### config.mk
export PLATFORM = sky130hd
export DESIGN_NAME = cpr_oblk_packer
export DESIGN_NICKNAME = d
export VERILOG_FILES = /design/src/rtl/cpr_oblk_packer.sv
export SDC_FILE = /design/constraint.sdc
export NUM_CORES = 1
export LEC_CHECK = 0
export ABC_AREA = 1
export BUFFER_PORTS_ARGS = -buffer_cell sky130_fd_sc_hd__buf_2
export CORE_MARGIN = 4
export CORE_UTILIZATION = 40
export CTS_CLUSTER_SIZE = 25
export DETAILED_ROUTE_END_ITERATION = 12
export PLACE_DENSITY = 0.64
export SLEW_MARGIN = 20
export SYNTH_ARGS = -nofsm -noshare
export SYNTH_HDL_FRONTEND = slang
export SYNTH_SLANG_ARGS = --single-unit
### constraint.sdc
create_clock -name clk -period 2.16 [get_ports clk]
set_input_delay 0.216 -clock clk [delete_from_list [all_inputs] [get_ports clk]]
set_output_delay 0.216 -clock clk [all_outputs]
set_load 0.01 [all_outputs]
### src/rtl/cpr_oblk_packer.sv
// Repackages merged sub-data-field beats into a tagged beat stream, one trailer per o_blk.
// The trailer carries the block's first FDSSI, first SSI and its beat count.
module cpr_oblk_packer #(
  parameter int             DATA_WIDTH  = 24,
  parameter int             FDSSI_WIDTH = 12,
  parameter int             FDSTI_WIDTH = 8,
  parameter int             SSI_WIDTH   = 8,
  parameter int             CNT_WIDTH   = 12,
  parameter logic [5:0]     SID         = 6'h00,
  parameter int             OUT_WIDTH   = 8 + FDSTI_WIDTH + DATA_WIDTH
) (
  input  logic                   clk,
  input  logic                   rst,
  input  logic                   in_valid,
  input  logic                   in_wt,
  input  logic [FDSSI_WIDTH-1:0] in_fdssi,
  input  logic [FDSTI_WIDTH-1:0] in_fdsti,
  input  logic [SSI_WIDTH-1:0]   in_ssi,
  input  logic [DATA_WIDTH-1:0]  in_data,
  input  logic                   in_blk_tlast,
  input  logic                   in_frame_last,
  output logic                   in_ready,
  output logic                   m_tvalid,
  output logic [OUT_WIDTH-1:0]   m_tdata,
  output logic                   m_tlast,
  input  logic                   m_tready,
  output logic                   frame_done,
  output logic                   err_overflow
);

  localparam int TR_W = 8 + FDSSI_WIDTH + SSI_WIDTH + CNT_WIDTH;

  typedef enum logic [1:0] {IDLE, BODY, TRAILER} state_t;

  state_t                 state, state_nxt;
  logic [CNT_WIDTH-1:0]   cnt, cnt_nxt;
  logic                   truncated, truncated_nxt;
  logic                   frame_pend, frame_pend_nxt;
  logic                   frame_done_nxt;
  logic                   ovf_set;
  logic                   load_data, load_trailer, capture;
  logic                   free, accept, tr_fire;
  logic [FDSSI_WIDTH-1:0] first_fdssi;
  logic [SSI_WIDTH-1:0]   first_ssi;

  function automatic logic [CNT_WIDTH-1:0] sat_inc(input logic [CNT_WIDTH-1:0] v);
    return (&v) ? v : v + 1'b1;
  endfunction

  function automatic logic [OUT_WIDTH-1:0] pack_trailer(
    input logic                   trunc,
    input logic [FDSSI_WIDTH-1:0] fs,
    input logic [SSI_WIDTH-1:0]   ss,
    input logic [CNT_WIDTH-1:0]   c
  );
    logic [OUT_WIDTH-1:0] w;
    w = '0;
    w[OUT_WIDTH-1 -: TR_W] = {1'b1, trunc, SID, fs, ss, c};
    return w;
  endfunction

  assign free     = !m_tvalid || m_tready;
  assign in_ready = free && (state != TRAILER);
  assign accept   = in_valid && in_ready;
  assign tr_fire  = m_tvalid && m_tready && m_tlast;

  always_comb begin
    state_nxt      = state;
    cnt_nxt        = cnt;
    truncated_nxt  = truncated;
    frame_pend_nxt = frame_pend && !tr_fire;
    frame_done_nxt = frame_pend && tr_fire;
    ovf_set        = 1'b0;
    load_data      = 1'b0;
    load_trailer   = 1'b0;
    capture        = 1'b0;
    case (state)
      IDLE: begin
        if (accept && !in_wt) begin
          capture   = 1'b1;
          load_data = 1'b1;
          cnt_nxt   = CNT_WIDTH'(1);
          if (in_blk_tlast || in_frame_last) state_nxt = TRAILER;
          else                               state_nxt = BODY;
          if (in_frame_last) begin
            frame_pend_nxt = 1'b1;
            truncated_nxt  = !in_blk_tlast;
          end
        end else if (in_frame_last) begin
          frame_done_nxt = 1'b1;
        end
      end
      BODY: begin
        if (accept) begin
          if (!in_wt) begin
            load_data = 1'b1;
            cnt_nxt   = sat_inc(cnt);
            ovf_set   = &cnt;
          end
          if (in_blk_tlast) state_nxt = TRAILER;
        end
        // A frame end that is not also a block end cuts the block short.
        if (in_frame_last) begin
          state_nxt      = TRAILER;
          frame_pend_nxt = 1'b1;
          if (!(accept && in_blk_tlast)) truncated_nxt = 1'b1;
        end
      end
      TRAILER: begin
        if (free) begin
          load_trailer  = 1'b1;
          cnt_nxt       = '0;
          truncated_nxt = 1'b0;
          state_nxt     = IDLE;
        end
        if (in_frame_last) frame_pend_nxt = 1'b1;
      end
      default: state_nxt = IDLE;
    endcase
  end

  // Control and output register stage
  always_ff @(posedge clk or posedge rst) begin
    if (rst) begin
      state        <= IDLE;
      cnt          <= '0;
      truncated    <= 1'b0;
      frame_pend   <= 1'b0;
      frame_done   <= 1'b0;
      err_overflow <= 1'b0;
      m_tvalid     <= 1'b0;
      m_tdata      <= '0;
      m_tlast      <= 1'b0;
    end else begin
      state        <= state_nxt;
      cnt          <= cnt_nxt;
      truncated    <= truncated_nxt;
      frame_pend   <= frame_pend_nxt;
      frame_done   <= frame_done_nxt;
      err_overflow <= err_overflow || ovf_set;
      if (load_data) begin
        m_tvalid <= 1'b1;
        m_tdata  <= {2'b01, SID, in_fdsti, in_data};
        m_tlast  <= 1'b0;
      end else if (load_trailer) begin
        m_tvalid <= 1'b1;
        m_tdata  <= pack_trailer(truncated, first_fdssi, first_ssi, cnt);
        m_tlast  <= 1'b1;
      end else if (m_tready) begin
        m_tvalid <= 1'b0;
      end
    end
  end

  always_ff @(posedge clk) begin
    if (capture) begin
      first_fdssi <= in_fdssi;
      first_ssi   <= in_ssi;
    end
  end

endmodule

==> run summary, run 1 <==
Clock buffer depth - 2
Crit-path cells - inv_1 > ha_1 > inv_2 > nand4_4 > nand2_1 > nand2_1 > nor2_4 > nand2_4 > nand2_1 > nand2_1
Total track usage - 0.163
Tightest Pin Transition - 0.576 ns
Total leakage power - 2.12 nW
RSZ-0062 raised after global routing - no
Worst path slowest cell - dfrtp_1
Crit path DAT - 2.10 ns
CP endpoint kind - register
First-pass GRT wire length - 12,900 um
Syn-to-layout area delta - 23.8%
H-tree depth - 3
Final wirelength - 7710 um
Vias - 2,789
CP Class - register to register
Hold WC Path Type - input port to register
Final max-slew violation count - 0
Cells after DPL - 585
Minimum clock period - 1.87 ns
Period utilisation layout - 0.865
Warnings, synthesis - 0
GRT overflow - 0
CTS tree - done
Max Clk Rate - 0.535 GHz
Maximum VDD drop - 0.627 mV
Worst Path Required - 2.39 ns
Post-place setup slack - 0.297 ns
Residual DRC count - 0
Synthesized area per cell - 8.72 um2
Multi-input gate area - 1280 um2
Die ar. - 10,100 um2
Largest net degree at the start of global routing - 35
Clk_lat worst skew - 0.34 ns
Initial antenna violation count - 0
Post-route non-filler standard cell count - 602
CTS root buf - clkbuf_8
CTS resizes - 0
Avg WL per Cell - 12.8 um
Fin. Hold Viols - 0
DIE WIDTH - 100 um
Diodes inserted - 0
Most frequent cells in the layout - nand2_1, buf_2, dfrtp_1, nand3_1, inv_1
DRT Pass-1 Iters - 4
Core box area - 8260 um2
Antenna Nets Post-Route - 0
CTS clock-pin slew for the worst setup and hold paths - 0.08 ns
Num rows - 33
Fin Clk Skew - 0.00746 ns
Mapped Cells - 392
Final TNS setup - 0 ns
Avg Vias per Cell - 4.63
Final Setup Violations - 0
DP Wirelength - 5670 um
NumNets Final - 556
Register Area - 1930 um2
First DRT Iteration DRCs - 108
Die Y - 100 um
Vias in the first global route - 2,858
Final GP Congestion - 0.863
Max-cap violations - 0
Fillers - 820
Outcome - completed
Distinct cell type count after synthesis - 28
Max stage delay on crit path - 0.38 ns
Relative slew slack - 0.616
Clock Sinks - 73
Top cell by count, worst path - nand2_1
Io pins - 104
CTS buffer count - 9
Layout cells sized above 1 - 0.266
Fin worst setup slack - 0.292 ns
Total power - 5.26 mW
Critical path startpoint category - register
Most common cell after layout, fill and taps aside - nand2_1
Synthesis-stage register bit count - 73
Post-Syn Area - 3420 um2
Fin util - 0.512
Pwr Density - 1240 nW/um2
Starting density of the core - 0.414
CP Max Fanout - 13
Port bufs - 97
Seq/Total Area, Yosys - 0.564
## kinds of logic after synthesis
logic type      Yosys count  share of synthesized area
compound gates           20                     0.0351
xor+xnor                  1                    0.00256
buf+inv                  46                     0.0677
fa+ha+maj                 5                     0.0183
flops                    73                      0.564
simple gates            246                      0.311
other cells               1                    0.00110
## per-stage QoR
step	hold slack [ns]	area [um2]
finish	0.0451	4230
global route	0.0136	4230
CTS	0.0267	4230
detailed placement	0.315	4000
global placement	0.306	4000
floorplan	0.315	3440
## layout make-up
class / instances / area share
Tap cell: 105 / 0.0311
Multi-Input combinational cell: 278 / 0.303
Clock inverter: 7 / 0.0225
Clock buffer: 9 / 0.0293
Timing Repair Buffer: 103 / 0.135
Inverter: 27 / 0.0240
Sequential cell: 73 / 0.455
## critical path: cells and delay by family (launching register included)
| family | cells | cell delay [ns] |
|---|---|---|
| adders and majority gates | 1 | 0.23 |
| and+or+nand+nor | 7 | 0.95 |
| buffers and inverters | 2 | 0.20 |
| DFF | 1 | 0.38 |
## final timing paths
| kind | start | to | slack (ns) | cells after the start |
|---|---|---|---|---|
| hold / removal | in_ssi[5] | first_ssi[5]$_DFFE_PP_ | 0.05 | 1 |
| setup reg to reg | state[0]$_DFFE_PP0P_ | cnt[8]$_DFFE_PP0P_ | 0.29 | 10 |
| hold reg to reg | first_ssi[5]$_DFFE_PP_ | m_tdata[17]$_DFFE_PP0P_ | 0.47 | 2 |
| setup / recovery | state[0]$_DFFE_PP0P_ | cnt[8]$_DFFE_PP0P_ | 0.29 | 10 |
| min in group asynchronous | rst | m_tdata[15]$_DFFE_PP0P_ | 0.48 | 3 |
| max in group asynchronous | rst | state[1]$_DFFE_PP0P_ | 1.11 | 4 |
## synth_stat cells
cell type,number,area (um2)
nand2_1,157,589
dfrtp_1,53,1330
nand3_1,51,255
inv_1,26,97.6
nor2_1,24,90.1
edfxtp_1,20,601
buf_2,8,40.0
buf_4,8,60.1
o21ai_0,8,40.0
a21oi_1,7,35.0
ha_1,5,62.6
nor2_4,3,33.8
o21bai_1,3,22.5
nand2_2,2,12.5
nand2_4,2,22.5
nor2_2,2,12.5
nor3_1,2,10.0
a21oi_4,1,16.3
buf_6,1,11.3
buf_8,1,15.0
clkbuf_1,1,3.75
conb_1,1,3.75
inv_2,1,3.75
nand3_2,1,10.0
nand3b_1,1,7.51
nand4_4,1,21.3
o22ai_1,1,6.26
xor2_1,1,8.76
## metal layers
metal,part of all wire,up-vias,GRT usage
met3,0.066,13,0.0542
met5,0,-,0
met2,0.49,81,0.271
met1,0.42,1256,0.200
li1,-,1439,-
met4,0.019,0,0.0560
## power by group
group / internal (mW) / total (mW) / switching (mW)
Sequential: 1.85 / 2.07 / 0.217
Combinational: 0.746 / 2.03 / 1.29
Clock: 0.650 / 1.16 / 0.509
Total: 3.24 / 5.26 / 2.01
## sequential cells by signal, indices dropped and copies added, names as in the netlist, 2 cells and up
signal,flops
first_ssi,8
state,2
cnt,12
m_tdata,34
first_fdssi,12
## timing repair
item,in CTS,in global routing
hold buffers,1,0
endpoints found under the hold margin,24,0
setup endpoints to repair,0,0
buffers inserted,0,0
No activity file was read; power rests on OpenSTA's default activity.
==> run 2, diff against run 1 <==
--- a/config.mk
+++ b/config.mk
@@ -5,13 +5,12 @@
 export SDC_FILE = /design/constraint.sdc
 export NUM_CORES = 1
 export LEC_CHECK = 0
-export ABC_AREA = 1
 export BUFFER_PORTS_ARGS = -buffer_cell sky130_fd_sc_hd__buf_2
 export CORE_MARGIN = 4
 export CORE_UTILIZATION = 40
 export CTS_CLUSTER_SIZE = 25
 export DETAILED_ROUTE_END_ITERATION = 12
-export PLACE_DENSITY = 0.64
+export PLACE_DENSITY = 0.65
 export SLEW_MARGIN = 20
 export SYNTH_ARGS = -nofsm -noshare
 export SYNTH_HDL_FRONTEND = slang
==> run summary, run 2 <==
Post-synthesis adder-cell area fraction - 0.0191
Max reg flops - 34
Synthesis-stage register bit count - 73
Clock buffer depth - 2
CTS buffer count - 9
Mapped Cells - 306
DRT Pass-1 Iters - 4
Largest register by flop count - m_tdata
Sequential Power Share - 0.399
Die Y - 98.5 um
Period utilisation layout - 0.922
Synth top area cells - dfrtp_1, edfxtp_1, nand2_1
Minimum clock period - 1.99 ns
Total track usage - 0.177
Final TNS setup - 0 ns
Core box area - 7850 um2
CP endpoint kind - register
Pwr Density - 1240 nW/um2
Max stage delay on crit path - 0.38 ns
Final max-slew violation count - 0
Crit path DAT - 2.20 ns
Distinct cell type count after synthesis - 43
Post-Syn Area - 3280 um2
Sw Ratio - 0.392
Largest area contributor in the netlist - dfrtp_1
Outcome - completed
Most frequent cells in the layout - buf_2, nand2_1, dfrtp_1, a22oi_1, edfxtp_1
Compound-cell area share of the yosys netlist - 0.171
Synth async-reset ratio - 0.726
Antenna Nets Post-Route - 0
Largest net degree at the start of global routing - 33
Relative slew slack - 0.541
Number of enable flip-flop cells after synthesis - 20
Starting density of the core - 0.417
Synthesized area per cell - 10.7 um2
Warnings, synthesis - 0
Clock share of power - 0.175
CP Class - register to register
Post-synth top cells - nand2_1, dfrtp_1, a22oi_1
Largest registers - m_tdata (34), cnt (12), first_fdssi (12)
Fin util - 0.525
Maximum VDD drop - 0.595 mV
Clk_lat worst skew - 0.35 ns
Total leakage power - 2.04 nW
Fin. Hold Viols - 0
Io pins - 104
Port bufs - 97
Worst Path Required - 2.37 ns
Hold WC Path Type - input port to register
Max Clk Rate - 0.502 GHz
CTS tree - done
CP Max Fanout - 13
Top cell by count, worst path - buf_4
Worst path slowest cell - dfrtp_1
RSZ-0062 raised after global routing - no
Residual DRC count - 0
Psw - 2.00 mW
Die ar. - 9700 um2
CTS clock-pin slew for the worst setup and hold paths - 0.08 ns
NumNets Final - 477
First-pass GRT wire length - 13,800 um
Crit-path cells - inv_1 > ha_1 > nor3_4 > buf_4 > a21oi_1 > buf_4 > o31ai_1 > o41ai_2
Initial antenna violation count - 0
Syn-to-layout area delta - 25.8%
Most numerous cell in the Yosys netlist - nand2_1
CTS root buf - clkbuf_8
Post-synth top area share - 0.405
Vias - 2,681
Internal cell power - 3.11 mW
GRT overflow - 0
Most common cell after layout, fill and taps aside - buf_2
Tightest Pin Transition - 0.688 ns
Layout cells sized above 1 - 0.337
Fin Clk Skew - 0.0146 ns
Diodes inserted - 0
Synth Area in XOR/XNOR - 0
Largest family of logic cells by synthesized area - compound AO/OA/AOI/OAI gates
Logic gate share of total power - 0.425
Seq/Total Area, Yosys - 0.588
Mux share of post-synthesis cell area - 0.00993
Clock Sinks - 73
DIE WIDTH - 98.5 um
Post-CTS Setup Bufs - 0
Avg WL per Cell - 15.8 um
Final GP Congestion - 0.811
DP Wirelength - 5890 um
Critical path startpoint category - register
First DRT Iteration DRCs - 194
H-tree depth - 3
Top_reg_cell synth - dfrtp_1
Avg Vias per Cell - 5.16
Vias in the first global route - 2,721
Post-Synth Simple-Gate Area - 0.162
Final wirelength - 8230 um
Num rows - 32
Max-cap violations - 0
Final Setup Violations - 0
-- run 2: changes by cell type after synthesis, moves of 3 or more --
cell / before / now
nor2b_1: 0 / 4
nor2_4: 3 / 0
nor2_1: 24 / 14
clkbuf_1: 1 / 11
a22oi_1: 0 / 32
o31ai_1: 0 / 18
nand2_1: 157 / 73
nand4_1: 0 / 3
buf_2: 8 / 4
nand3_1: 51 / 7
inv_1: 26 / 7
-- run 2: power by group through the flow --
stage	Sequential, mW	Clock [mW]	Combinational, mW
finish	2.04	0.898	2.18
global route	2.10	0.995	2.44
CTS	2.05	0.923	2.20
detailed placement	2.07	0	2.20
global placement	2.06	0	2.16
floorplan	2.21	0	1.14
-- run 2: logic make-up after synthesis --
kind of cell | count (synthesis)
AND/OR/NAND/NOR | 116
AO/OA/AOI/OAI | 76
flip-flops | 73
buffers and inverters | 32
adder cells (fa/ha/maj) | 5
multiplexers | 3
other | 1
-- run 2: critical path: cells and delay by family (launching register included) --
| kind | cells | cell delay (ns) |
|---|---|---|
| and+or+nand+nor | 1 | 0.30 |
| buffers and inverters | 3 | 0.43 |
| DFF | 1 | 0.38 |
| adders and majority gates | 1 | 0.27 |
| AOI/OAI and AO/OA | 3 | 0.49 |
-- run 2: area by class of cell --
type / count / area [um2]
sequential: 73 / 1930
clock inverter: 4 / 22.5
timing repair buffer: 116 / 656
inverter: 7 / 26.3
clock buffer: 12 / 135
fill: 742 / 3730
multi-input combinational: 206 / 1230
tap: 102 / 128
-- run 2: final timing paths --
path	slack [ns]	from	cells past startpoint	endpoint
max	0.17	state[0]$_DFFE_PP0P_	8	cnt[9]$_DFFE_PP0P_
min	0.04	in_ssi[4]	1	first_ssi[4]$_DFFE_PP_
max reg2reg	0.17	state[0]$_DFFE_PP0P_	8	cnt[9]$_DFFE_PP0P_
min reg2reg	0.45	first_ssi[5]$_DFFE_PP_	2	m_tdata[17]$_DFFE_PP0P_
max in group asynchronous	0.96	rst	4	m_tdata[39]$_DFFE_PP0P_
min in group asynchronous	0.51	rst	3	m_tdata[15]$_DFFE_PP0P_
-- run 2: through the flow --
step | hold slack, ns | power (mW) | std cells | cell area, um2 | setup WS (ns)
floorplan | 0.315 | 3.36 | 311 | 3290 | 0.190
global placement | 0.369 | 4.22 | 503 | 3950 | 0.113
detailed placement | 0.368 | 4.27 | 503 | 3950 | 0.0530
CTS | 0.0256 | 5.17 | 520 | 4120 | 0.0388
global route | 0.0156 | 5.53 | 520 | 4120 | 0.0423
finish | 0.0389 | 5.12 | 520 | 4120 | 0.169
-- run 2: per-layer routing --
| metal | part of all wire | up-vias | GRT usage | wire length, um |
|---|---|---|---|---|
| li1 | - | 1295 | - | - |
| met1 | 0.46 | 1274 | 0.243 | 3760 |
| met2 | 0.45 | 105 | 0.266 | 3680 |
| met3 | 0.089 | 7 | 0.0552 | 729 |
| met4 | 0.0069 | 0 | 0.0662 | 57 |
| met5 | 0 | - | 0 | 0 |
-- run 2: repair_timing --
action | in CTS | in global routing
endpoints found under the setup margin | 0 | 7
hold endpoints to repair | 5 | 0
resized for setup | 0 | 1
hold buffers | 1 | 0
